$ cat config.mk
export PLATFORM = sky130hd
export DESIGN_NAME = operand_entry
export DESIGN_NICKNAME = d
export VERILOG_FILES = /design/src/rtl/operand_entry.sv
export SDC_FILE = /design/constraint.sdc
export NUM_CORES = 1
export LEC_CHECK = 0
export ABC_AREA = 1
export BUFFER_PORTS_ARGS = -buffer_cell sky130_fd_sc_hd__buf_2
export CAP_MARGIN = 30
export CELL_PAD_IN_SITES_DETAIL_PLACEMENT = 0
export CELL_PAD_IN_SITES_GLOBAL_PLACEMENT = 1
export CORE_UTILIZATION = 35
export CTS_BUF_LIST = sky130_fd_sc_hd__clkbuf_4
export CTS_CLUSTER_SIZE = 20
export DETAILED_ROUTE_END_ITERATION = 10
export PLACE_DENSITY = 0.65
export SLEW_MARGIN = 10
export SYNTH_ARGS = -nofsm -noshare
export SYNTH_HDL_FRONTEND = slang
export SYNTH_SLANG_ARGS = --single-unit
$ cat constraint.sdc
create_clock -name clk -period 4.2 [get_ports clk]
set_input_delay 0.21 -clock clk [delete_from_list [all_inputs] [get_ports clk]]
set_output_delay 0.21 -clock clk [all_outputs]
set_load 0.01 [all_outputs]
$ cat src/rtl/operand_entry.sv
// Calculator front end: synchronises the slide switches and buttons, debounces
// ENTER/CLEAR and sequences two operand captures for the adder stage.

module operand_entry_db #(
  parameter int unsigned DEBOUNCE_CYCLES = 500000
) (
  input  logic clk,
  input  logic reset,
  input  logic raw,
  output logic pulse
);
  localparam int unsigned CW = $clog2(DEBOUNCE_CYCLES + 1);

  logic [1:0]    sync_q;
  logic          db_q;
  logic          db_prev_q;
  logic [CW-1:0] cnt_q;

  always_ff @(posedge clk) begin
    if (reset) begin
      sync_q    <= '0;
      db_q      <= 1'b0;
      db_prev_q <= 1'b0;
      cnt_q     <= '0;
    end else begin
      sync_q    <= {sync_q[0], raw};
      db_prev_q <= db_q;
      // Count only while the synchronised level disagrees; any agreement restarts.
      if (sync_q[1] == db_q) begin
        cnt_q <= '0;
      end else if (cnt_q == CW'(DEBOUNCE_CYCLES)) begin
        db_q  <= sync_q[1];
        cnt_q <= '0;
      end else begin
        cnt_q <= cnt_q + 1'b1;
      end
    end
  end

  assign pulse = db_q & ~db_prev_q;
endmodule

module operand_entry #(
  parameter int unsigned WIDTH           = 4,
  parameter int unsigned DEBOUNCE_CYCLES = 500000
) (
  input  logic             clk,
  input  logic             reset,
  input  logic [WIDTH-1:0] sw,
  input  logic             btn_enter,
  input  logic             btn_clear,
  output logic [WIDTH-1:0] b1,
  output logic [WIDTH-1:0] b2,
  output logic             operands_valid,
  output logic [1:0]       state_led
);
  typedef enum logic [1:0] {
    LOAD_A = 2'b00,
    LOAD_B = 2'b01,
    READY  = 2'b10
  } state_t;

  logic [1:0][WIDTH-1:0] sw_sync_q;
  logic [1:0]            btn_raw;
  logic [1:0]            btn_pulse;
  logic                  enter_pulse;
  logic                  clear_pulse;

  state_t           state_q, state_d;
  logic [WIDTH-1:0] b1_q, b1_d, b2_q, b2_d;
  logic             valid_q;

  always_ff @(posedge clk) begin
    if (reset) sw_sync_q <= '0;
    else       sw_sync_q <= {sw_sync_q[0], sw};
  end

  // Index 0 is ENTER, index 1 is CLEAR.
  assign btn_raw = {btn_clear, btn_enter};

  for (genvar g = 0; g < 2; g++) begin : g_btn
    operand_entry_db #(.DEBOUNCE_CYCLES(DEBOUNCE_CYCLES)) u_db (
      .clk   (clk),
      .reset (reset),
      .raw   (btn_raw[g]),
      .pulse (btn_pulse[g])
    );
  end

  assign enter_pulse = btn_pulse[0];
  assign clear_pulse = btn_pulse[1];

  always_ff @(posedge clk) begin
    if (reset) begin
      state_q <= LOAD_A;
      b1_q    <= '0;
      b2_q    <= '0;
      valid_q <= 1'b0;
    end else begin
      state_q <= state_d;
      b1_q    <= b1_d;
      b2_q    <= b2_d;
      valid_q <= (state_d == READY);
    end
  end

  // Clear outranks a coincident enter, which is simply dropped.
  always_comb begin
    state_d = state_q;
    b1_d    = b1_q;
    b2_d    = b2_q;
    if (clear_pulse) begin
      state_d = LOAD_A;
      b1_d    = '0;
      b2_d    = '0;
    end else if (enter_pulse) begin
      case (state_q)
        LOAD_A: begin
          b1_d    = sw_sync_q[1];
          state_d = LOAD_B;
        end
        LOAD_B: begin
          b2_d    = sw_sync_q[1];
          state_d = READY;
        end
        READY:   state_d = LOAD_A;
        default: state_d = LOAD_A;
      endcase
    end
  end

  assign b1             = b1_q;
  assign b2             = b2_q;
  assign operands_valid = valid_q;
  assign state_led      = state_q;
endmodule

==> results of run 1 <==
sequential cells by signal, indices dropped and copies added (netlist names):
name / flops
sw_sync_q: 8
g_btn.u_db.cnt_q: 38
state_led: 2
operands_valid: 1
g_btn.u_db.db_q: 2
b1: 4
b2: 4
g_btn.u_db.db_prev_q: 2
g_btn.u_db.sync_q: 4
stage by stage:
stage	utilization, %	instance area, sq um	cells	total power, mW	hold WS, ps
floorplan	-	2960	412	0.651	281
global placement	38.5	3150	531	0.658	392
detailed placement	38.6	3150	532	0.659	392
CTS	41.1	3360	554	1.12	106
global route	41.1	3360	554	1.14	118
finish	41.1	3360	554	1.09	125
worst paths after layout:
kind | start | end
setup / recovery | g_btn[1].u_db.cnt_q[0] | g_btn[1].u_db.cnt_q[18]
hold / removal | reset | sw_sync_q[5]
setup reg to reg | g_btn[1].u_db.cnt_q[0] | g_btn[1].u_db.cnt_q[18]
hold reg to reg | sw_sync_q[1] | sw_sync_q[5]
worst reg2reg max path: stages, from the launching register on:
cell     delay, ps
dfxtp_1        450
ha_1           240
nand3_2        120
nor2_4         190
nand2_2        130
nor2_2         120
nand3_1         70
nand2_1         60
nor2_1          30
Yosys cell counts (2+ instances only):
library cell   n
a21oi_1       25
buf_6          2
clkbuf_1       2
dfxtp_1       65
ha_1           4
inv_1         56
nand2_1       86
nand2_2        6
nand3_1       22
nand3_2        6
nand3b_1       2
nand4_1        7
nor2_1        85
nor2_2         5
nor2_4         4
nor3_1         2
o21ai_0        7
o21ai_1        3
or2_0          2
xnor2_1        7
xor2_1         7
cell type report:
cell class,count,area (sq um)
Fill cell,889,4810
Multi-Input combinational cell,285,1410
Sequential cell,65,1300
Inverter,58,218
Timing Repair Buffer,25,158
Tap cell,105,131
Clock inverter,7,78.8
Clock buffer,9,67.6
cell families after synthesis:
logic type | count (synthesis) | share of synthesized area, %
adder cells (fa/ha/maj) | 4 | 1.69
buffers and inverters | 62 | 8.38
flip-flops | 65 | 44.0
AO/OA/AOI/OAI | 37 | 6.52
XOR/XNOR | 14 | 4.15
AND/OR/NAND/NOR | 230 | 35.2
report_power, final:
group	leakage [nW]	switching (mW)	internal [mW]
Combinational	0.527	0.0129	0.0103
Sequential	0.526	0.00314	0.622
Clock	0.0809	0.257	0.187
Total	1.13	0.273	0.820
metal layers:
| metal | vias up | part of all wire [%] | routed length [um] |
|---|---|---|---|
| li1 | 1343 | - | - |
| met1 | 1083 | 48 | 2920 |
| met2 | 24 | 46 | 2780 |
| met3 | 8 | 3.3 | 197 |
| met4 | 0 | 2.1 | 127 |
| met5 | - | 0 | 0 |
==> impl_metrics.py, run 1 <==
metrics = {
    "sta": {
        "tns_ps": 0,
        "final_max_slew_viol_count": 0,
        "fin_crit_ps": 1510,
        "max_slew_margin_pct": 63.6,
        "finalSetupViolCount": 0,
        "skew_ps": 9.77,
        "hold_violations": 0,
        "layout_setup_ws_ps": 2690,
        "tightest_slew_ps": 541,
        "rsz0062_at_grt": "no",
        "min_period_over_period_pct": 36.0,
        "max_freq_ghz": 0.662,
    },
    "setup_path": {
        "cp_slowest_cell": "dfxtp_1",
        "path_buf_inv": 0,
        "cp_max_fo": 6,
        "critPathCaptureType": "flip-flop",
        "crit_chain": "ha_1 -> nand3_2 -> nor2_4 -> nand2_2 -> nor2_2 -> nand3_1 -> nand2_1 -> nor2_1",
        "crit_cells": 8,
        "reg2regPathDepth": 8,
        "critPathTopFamily": "simple AND/OR/NAND/NOR gates",
        "crit_required_ps": 4520,
        "arrival_ps": 1830,
        "max_stage_delay_ps": 450,
        "start_kind": "flip-flop",
        "critPathKind": "reg -> reg",
        "r2r_setup_slack_ps": 2690,
    },
    "layout": {
        "antennaDiodeCount": 0,
        "nets": 456,
        "area_growth_pct": 13.7,
        "layout_common_cells": "nand2_1 (86), nor2_1 (85), dfxtp_1 (65), inv_1 (56), a21oi_1 (25)",
        "drive_gt1_share_pct": 13.8,
        "final_common_cell": "nand2_1",
    },
    "placement": {
        "dp_hpwl_mm": 4.36,
        "gp_congestion": 0.737,
        "io_buffer_count": 18,
        "place_ws_ps": 2650,
    },
    "logic_synthesis": {
        "synthesis.nets": 424,
        "synth.area.top_cells": "dfxtp_1 (44%), nand2_1 (11%), nor2_1 (11%)",
        "synthCells": 412,
        "syn_area_per_cell_sq_um": 7.17,
        "synthArstFlopShare_pct": 0,
        "synth_top_area_cell": "dfxtp_1",
        "yosys.area.top_type_share_pct": 44.0,
        "synth_cell_type_count": 28,
        "ys_seq_area_share_pct": 44.0,
        "netlist_area_sq_um": 2960,
        "synth-seq-cells": 65,
        "ys.flop_type": "dfxtp_1",
        "ys_warn_count": 0,
        "synth_edf_count": 0,
    },
    "global_route": {
        "met2_usage_pct": 24.9,
        "grt.overflow.total": 0,
        "groute.layer.met3.usage_pct": 3.24,
        "grt.met1_usage_pct": 18.8,
        "antenna_found_initial": 0,
        "grt_max_degree": 20,
        "groute.usage.overall_pct": 15.3,
        "busiest_layer": "met2",
        "grt_pass1_wl_mm": 10.4,
        "grt_pass1_vias": 2298,
    },
    "drt": {
        "via_per_inst": 4.44,
        "drt-initial-drc-count": 88,
        "drc": 0,
        "ant_nets": 0,
        "drtPass1Iterations": 4,
        "dr_total_vias": 2458,
        "wl_mm": 6.03,
        "wire_per_inst_um": 10.9,
    },
    "power_and_ir_drop": {
        "power.density_nw_per_um2": 325,
        "vdd_ir_drop_max_mv": 0.133,
        "p_leak_nw": 1.13,
    },
    "clock_tree": {
        "cts_root_buffer": "clkbuf_4",
        "cts_made_buffers": 9,
        "postCtsHoldBufs": 6,
        "clockBufferDepth": 2,
        "h-tree-depth": 3,
        "worstSkewPairLatency_ps": 420,
        "post_cts_buffers": 0,
        "cts_tree": "built",
        "clkSinkCount": 65,
        "cts.clk_slew.worst_paths_ps": 120,
        "cts_resized": 0,
    },
    "floorplanning": {
        "rows": 33,
        "initial_core_util_pct": 36.1,
        "die_w_um": 93.9,
        "die_height_um": 93.9,
        "dieArea_sq_um": 8820,
        "pin_count": 19,
        "core_sq_um": 8180,
    },
    "min_path": {
        "min_path_cells": 2,
        "hold_class": "in -> reg",
    },
    "flow_run": {
        "cap_violations": 0,
    },
    "outcome": {
        "status": "complete, no violations",
    },
}
Power figures use the tool's default switching activity.
==> inputs of run 2 (changes only) <==
ABC_AREA = 0   (was 1)
PLACE_DENSITY = 0.62   (was 0.65)
clock period = 1.5 ns   (was 4.2 ns; I/O delays follow)
==> impl_metrics.py, run 2 <==
metrics = {
    "outcome": {
        "status": "finished, violations left",
        "violations": "setup timing",
    },
    "logic_synthesis": {
        "synth_commonest_cells": "dfxtp_1 (65), nor2_1 (48), xnor2_1 (19)",
        "synthesis.nets": 300,
        "synthArstFlopShare_pct": 0,
        "ys_warn_count": 0,
        "synth-seq-cells": 65,
        "yosys.area.top_type_share_pct": 48.7,
        "synth.area.top_cells": "dfxtp_1 (49%), nor2_1 (6.7%), xnor2_1 (6.2%)",
        "synth_edf_count": 0,
        "synth_top_area_cell": "dfxtp_1",
        "synth_cell_type_count": 36,
        "syn_area_per_cell_sq_um": 9.28,
        "ys.flop_type": "dfxtp_1",
        "yosysMostFrequentCell": "dfxtp_1",
        "ys_seq_area_share_pct": 48.7,
        "synthCells": 288,
        "netlist_area_sq_um": 2670,
    },
    "drt": {
        "drc": 0,
        "ant_nets": 0,
        "dr_total_vias": 2254,
        "wl_mm": 5.97,
        "drt-initial-drc-count": 86,
        "via_per_inst": 4.61,
        "drtPass1Iterations": 4,
        "wire_per_inst_um": 12.2,
    },
    "layout": {
        "drive_gt1_share_pct": 40.0,
        "layout_common_cells": "buf_4 (63), dfxtp_1 (52), nor2_1 (34), xnor2_1 (19), buf_2 (18)",
        "nets": 397,
        "top_register": "g_btn.u_db.cnt_q",
        "largest_reg_flops": 38,
        "antennaDiodeCount": 0,
        "top_regs": "g_btn.u_db.cnt_q: 38 flops, sw_sync_q: 8 flops",
        "final_common_cell": "buf_4",
        "final_util_pct": 52.5,
        "area_growth_pct": 43.9,
        "nFillCells": 687,
    },
    "power_and_ir_drop": {
        "p_leak_nw": 1.41,
        "vdd_ir_drop_max_mv": 0.493,
        "power_frac_clock_pct": 45.3,
        "combinationalPowerShare_pct": 2.5,
        "seq_power_share_pct": 52.2,
        "power.density_nw_per_um2": 871,
        "power.switching_mw": 0.721,
        "p_int_mw": 2.63,
        "switching_share_pct": 21.5,
        "power_mw": 3.35,
    },
    "sta": {
        "min_period_over_period_pct": 123,
        "hold_violations": 0,
        "finalSetupViolCount": 40,
        "tightest_slew_ps": 354,
        "layout_setup_ws_ps": -338,
        "skew_ps": 16.1,
        "final_max_slew_viol_count": 0,
        "rsz0062_at_grt": "yes",
        "hold_slack_ps": 33.9,
        "max_slew_margin_pct": 76.2,
        "fin_crit_ps": 1840,
        "max_freq_ghz": 0.544,
    },
    "floorplanning": {
        "rows": 31,
        "initial_core_util_pct": 36.5,
        "pin_count": 19,
        "dieArea_sq_um": 7990,
        "die_height_um": 89.4,
        "core_sq_um": 7330,
        "die_w_um": 89.4,
    },
    "clock_tree": {
        "cts_made_buffers": 9,
        "cts_tree": "built",
        "cts_root_buffer": "clkbuf_4",
        "worstSkewPairLatency_ps": 410,
        "h-tree-depth": 3,
        "clockBufferDepth": 2,
        "cts.clk_slew.worst_paths_ps": 120,
        "clkSinkCount": 65,
    },
    "min_path": {
        "min_path_cells": 2,
        "hold_end": "sw_sync_q[5]",
        "min_from": "reset",
        "hold_class": "in -> reg",
    },
    "placement": {
        "dp_hpwl_mm": 4.03,
        "gp_congestion": 0.789,
        "place_ws_ps": -345,
        "io_buffer_count": 18,
    },
    "setup_path": {
        "critPathCaptureType": "flip-flop",
        "critPathKind": "reg -> reg",
        "r2r_setup_slack_ps": -340,
        "reg2regPathDepth": 5,
        "crit_required_ps": 1800,
        "arrival_ps": 2140,
        "cp_max_fo": 8,
        "rr_endpoint": "g_btn[1].u_db.cnt_q[10]",
        "reg2reg_from": "g_btn[1].u_db.cnt_q[6]",
        "start_kind": "flip-flop",
    },
    "global_route": {
        "groute.usage.overall_pct": 16.6,
        "grt.overflow.total": 0,
        "grt_pass1_vias": 2121,
        "grt_max_degree": 20,
        "grt_pass1_wl_mm": 9.72,
        "antenna_found_initial": 0,
    },
    "flow_run": {
        "cap_violations": 0,
    },
}
-- run 2: cell count changes after synthesis, moves of 12 or more --
| cell | delta |
|---|---|
| xnor2_1 | +12 |
| nor2_1 | -37 |
| nand2_1 | -73 |
| nor2b_1 | +16 |
| inv_1 | -47 |
| a21oi_1 | -17 |
-- run 2: repair_timing --
action | 4_1_cts | 5_1_grt
hold buffers | 6 | 0
gates cloned | 3 | 0
endpoints found under the hold margin | 6 | 0
endpoints found under the setup margin | 40 | 40
setup buffers | 1 | 3
gates resized for setup | 26 | 22
pin swaps | 5 | 3
-- run 2: critical path: stages (launching register included) --
cell     delay, ps
dfxtp_2        330
or4b_1         510
or4_4          470
o21ai_4        210
buf_8          170
nor2_1          40
-- run 2: per-layer routing --
layer	part of all wire (%)	global-route usage (%)	vias to the layer above
li1	-	-	1177
met1	46	18.9	1047
met2	51	28.2	23
met3	2.8	6.37	7
met4	0.92	5.92	0
met5	0	0	-
-- run 2: final cells by class --
cell class	count	area [sq um]	share of cell area, %
Multi-Input combinational cell	206	1470	38.1
Tap cell	99	124	3.22
Clock inverter	7	119	3.09
Clock buffer	9	67.6	1.76
Inverter	9	33.8	0.878
Timing Repair Buffer	94	719	18.7
Sequential cell	65	1320	34.2
-- run 2: logic make-up after synthesis --
| family | after synthesis | share of synthesized area [%] |
|---|---|---|
| mux | 10 | 3.84 |
| compound gates | 17 | 4.45 |
| fa+ha+maj | 4 | 1.87 |
| buf+inv | 17 | 2.85 |
| xor+xnor | 30 | 9.83 |
| flops | 65 | 48.7 |
| simple gates | 145 | 28.5 |
-- run 2: through the flow --
| stage | cells | area (sq um) | TNS (ps) |
|---|---|---|---|
| 6_report | 489 | 3850 | -9600 |
| 5_1_grt | 489 | 3850 | -12330 |
| 4_1_cts | 488 | 3800 | -8680 |
| 3_5_place_dp | 462 | 3400 | -7920 |
| 3_3_place_gp | 462 | 3400 | -7710 |
| 2_1_floorplan | 288 | 2740 | -5760 |
-- run 2: how the worst max path moves through the flow --
stage                     slack [ps]                    from                      end  cells past startpoint
after floorplan                 -320  g_btn[1].u_db.cnt_q[6]       g_btn[1].u_db.db_q                      4
after global placement          -330  g_btn[1].u_db.cnt_q[6]       g_btn[1].u_db.db_q                      4
after detailed placement        -340  g_btn[1].u_db.cnt_q[6]       g_btn[1].u_db.db_q                      4
after CTS                       -330  g_btn[1].u_db.cnt_q[6]       g_btn[1].u_db.db_q                      4
after global routing            -400  g_btn[1].u_db.cnt_q[6]       g_btn[1].u_db.db_q                      4
final                           -340  g_btn[1].u_db.cnt_q[6]  g_btn[1].u_db.cnt_q[10]                      5
-- run 2: power groups by stage --
| stage | Sequential (mW) | Clock, mW | Combinational (mW) |
|---|---|---|---|
| 2_1_floorplan | 1.79 | 0 | 0.0369 |
| 3_3_place_gp | 1.79 | 0 | 0.0587 |
| 3_5_place_dp | 1.79 | 0 | 0.0595 |
| 4_1_cts | 1.75 | 1.58 | 0.0847 |
| 5_1_grt | 1.75 | 1.62 | 0.0931 |
| 6_report | 1.75 | 1.52 | 0.0841 |
==> inputs of run 3 (changes only) <==
CORE_UTILIZATION = 45   (was 35)
PLACE_DENSITY = 0.77   (was 0.62)
==> impl_metrics.py, run 3 (synthesized netlist as in run 2, its figures left out) <==
metrics = {
    "sta": {
        "finalSetupViolCount": 40,
        "final_max_slew_viol_count": 0,
        "tightest_slew_ps": 361,
        "layout_setup_ws_ps": -345,
        "max_freq_ghz": 0.542,
        "min_period_over_period_pct": 123,
        "skew_ps": 13.5,
        "max_slew_margin_pct": 75.7,
        "rsz0062_at_grt": "yes",
        "fin_crit_ps": 1850,
        "hold_violations": 0,
    },
    "min_path": {
        "min_path_cells": 3,
        "min_from": "btn_clear",
        "hold_class": "in -> reg",
        "hold_end": "g_btn[1].u_db.sync_q[0]",
    },
    "floorplanning": {
        "die_height_um": 79.1,
        "core_sq_um": 5610,
        "initial_core_util_pct": 47.7,
        "pin_count": 19,
        "dieArea_sq_um": 6250,
        "die_w_um": 79.1,
        "rows": 27,
    },
    "placement": {
        "dp_cells": 430,
        "gp_congestion": 0.825,
        "io_buffer_count": 18,
        "dp_hpwl_mm": 3.78,
    },
    "global_route": {
        "grt.overflow.total": 0,
        "antenna_found_initial": 0,
        "grt_max_degree": 20,
        "grt_pass1_wl_mm": 10.5,
        "grt_pass1_vias": 2285,
        "groute.usage.overall_pct": 21.9,
    },
    "clock_tree": {
        "cts_made_buffers": 9,
        "clkSinkCount": 65,
        "clockBufferDepth": 2,
        "worstSkewPairLatency_ps": 400,
        "cts_tree": "built",
        "h-tree-depth": 3,
        "cts_root_buffer": "clkbuf_4",
        "cts.clk_slew.worst_paths_ps": 120,
    },
    "layout": {
        "multiInputGateArea_sq_um": 1460,
        "seq_area_sq_um": 1310,
        "drive_gt1_share_pct": 39.4,
        "finalNonFillerCells": 463,
        "area_growth_pct": 42.7,
        "top_regs": "g_btn.u_db.cnt_q: 38 flops, sw_sync_q: 8 flops",
        "final_util_pct": 68.0,
        "antennaDiodeCount": 0,
        "final_common_cell": "buf_4",
        "nets": 398,
        "top_register": "g_btn.u_db.cnt_q",
        "nFillCells": 434,
        "largest_reg_flops": 38,
        "layout_common_cells": "buf_4 (59), dfxtp_1 (55), nor2_1 (38), xnor2_1 (19), buf_2 (18)",
    },
    "setup_path": {
        "crit_required_ps": 1800,
        "r2r_setup_slack_ps": -350,
        "critPathCaptureType": "flip-flop",
        "path_buf_inv": 0,
        "crit_chain": "or4b_4 -> or4_4 -> nor2_2 -> mux2_4",
        "start_kind": "flip-flop",
        "critPathTopFamily": "simple AND/OR/NAND/NOR gates",
        "arrival_ps": 2150,
        "max_stage_delay_ps": 520,
        "rr_endpoint": "g_btn[1].u_db.db_q",
        "reg2reg_from": "g_btn[1].u_db.cnt_q[6]",
        "cp_slowest_cell": "or4b_4",
        "cp_max_fo": 3,
        "critPathKind": "reg -> reg",
        "reg2regPathDepth": 4,
    },
    "power_and_ir_drop": {
        "vdd_ir_drop_max_mv": 0.744,
        "p_leak_nw": 1.42,
        "power.density_nw_per_um2": 799,
    },
    "drt": {
        "dr_total_vias": 2329,
        "ant_nets": 0,
        "drtPass1Iterations": 4,
        "drt-initial-drc-count": 76,
        "drc": 0,
        "wire_per_inst_um": 12.7,
        "via_per_inst": 5.03,
        "wl_mm": 5.90,
    },
    "outcome": {
        "status": "finished, violations left",
        "violations": "setup timing",
    },
    "flow_run": {
        "cap_violations": 0,
    },
}
-- run 3: changes by cell type in the layout (fill, tap and decap cells not counted), sizes merged --
cell         previous run  this run
bufinv                  3         1
dlygate4sd3             6         7
clkbuf                 10         9
buf                    87        88
inv                     9        11
-- run 3: how the worst max path moves through the flow --
stage | from | to | slack [ps] | depth (start not counted)
final | g_btn[1].u_db.cnt_q[6] | g_btn[1].u_db.db_q | -350 | 4
after global routing | g_btn[1].u_db.cnt_q[6] | g_btn[1].u_db.cnt_q[16] | -390 | 5
after floorplan | g_btn[1].u_db.cnt_q[6] | g_btn[1].u_db.db_q | -320 | 4
after global placement | g_btn[1].u_db.cnt_q[6] | g_btn[1].u_db.db_q | -320 | 4
after CTS | g_btn[1].u_db.cnt_q[6] | g_btn[1].u_db.db_q | -340 | 4
after detailed placement | g_btn[1].u_db.cnt_q[6] | g_btn[1].u_db.db_q | -360 | 4
-- run 3: layout make-up --
class                           instances  area share (%)
Multi-Input combinational cell        206            38.3
Sequential cell                        65            34.4
Timing Repair Buffer                   95            20.2
Tap cell                               72            2.36
Clock inverter                          7            2.03
Clock buffer                            9            1.77
Inverter                                9           0.886
-- run 3: metrics by stage --
step	area, sq um	TNS [ps]	total power, mW	setup slack [ps]	hold WS, ps
after floorplan	2740	-5760	1.82	-317	203
after global placement	3330	-7340	1.84	-318	284
after detailed placement	3330	-8400	1.85	-358	293
after CTS	3800	-10050	3.10	-343	385
after global routing	3810	-12200	3.20	-392	411
final	3810	-9400	3.05	-345	424
-- run 3: timing repair --
item,CTS,global route
gates cloned,4,0
setup endpoints to repair,40,40
gates resized for setup,30,15
setup buffers,6,3
pin swaps,8,3
hold buffers,7,0
hold endpoints to repair,7,0
-- run 3: per-layer routing --
layer  routed length [um]  GRT usage [%]
met5                    0              0
met1                 2550           25.2
met4                  143           9.45
met3                  187           7.01
met2                 3010           36.9
-- run 3: worst reg2reg max path: stages (launching register included) --
cell,delay [ps]
dfxtp_2,340
or4b_4,520
or4_4,470
nor2_2,120
mux2_4,300
-- run 3: report_power, final --
part	internal, mW	switching [mW]	total (mW)
sequential	1.74	0.00607	1.75
combinational	0.0563	0.0423	0.0986
clock	0.522	0.679	1.20
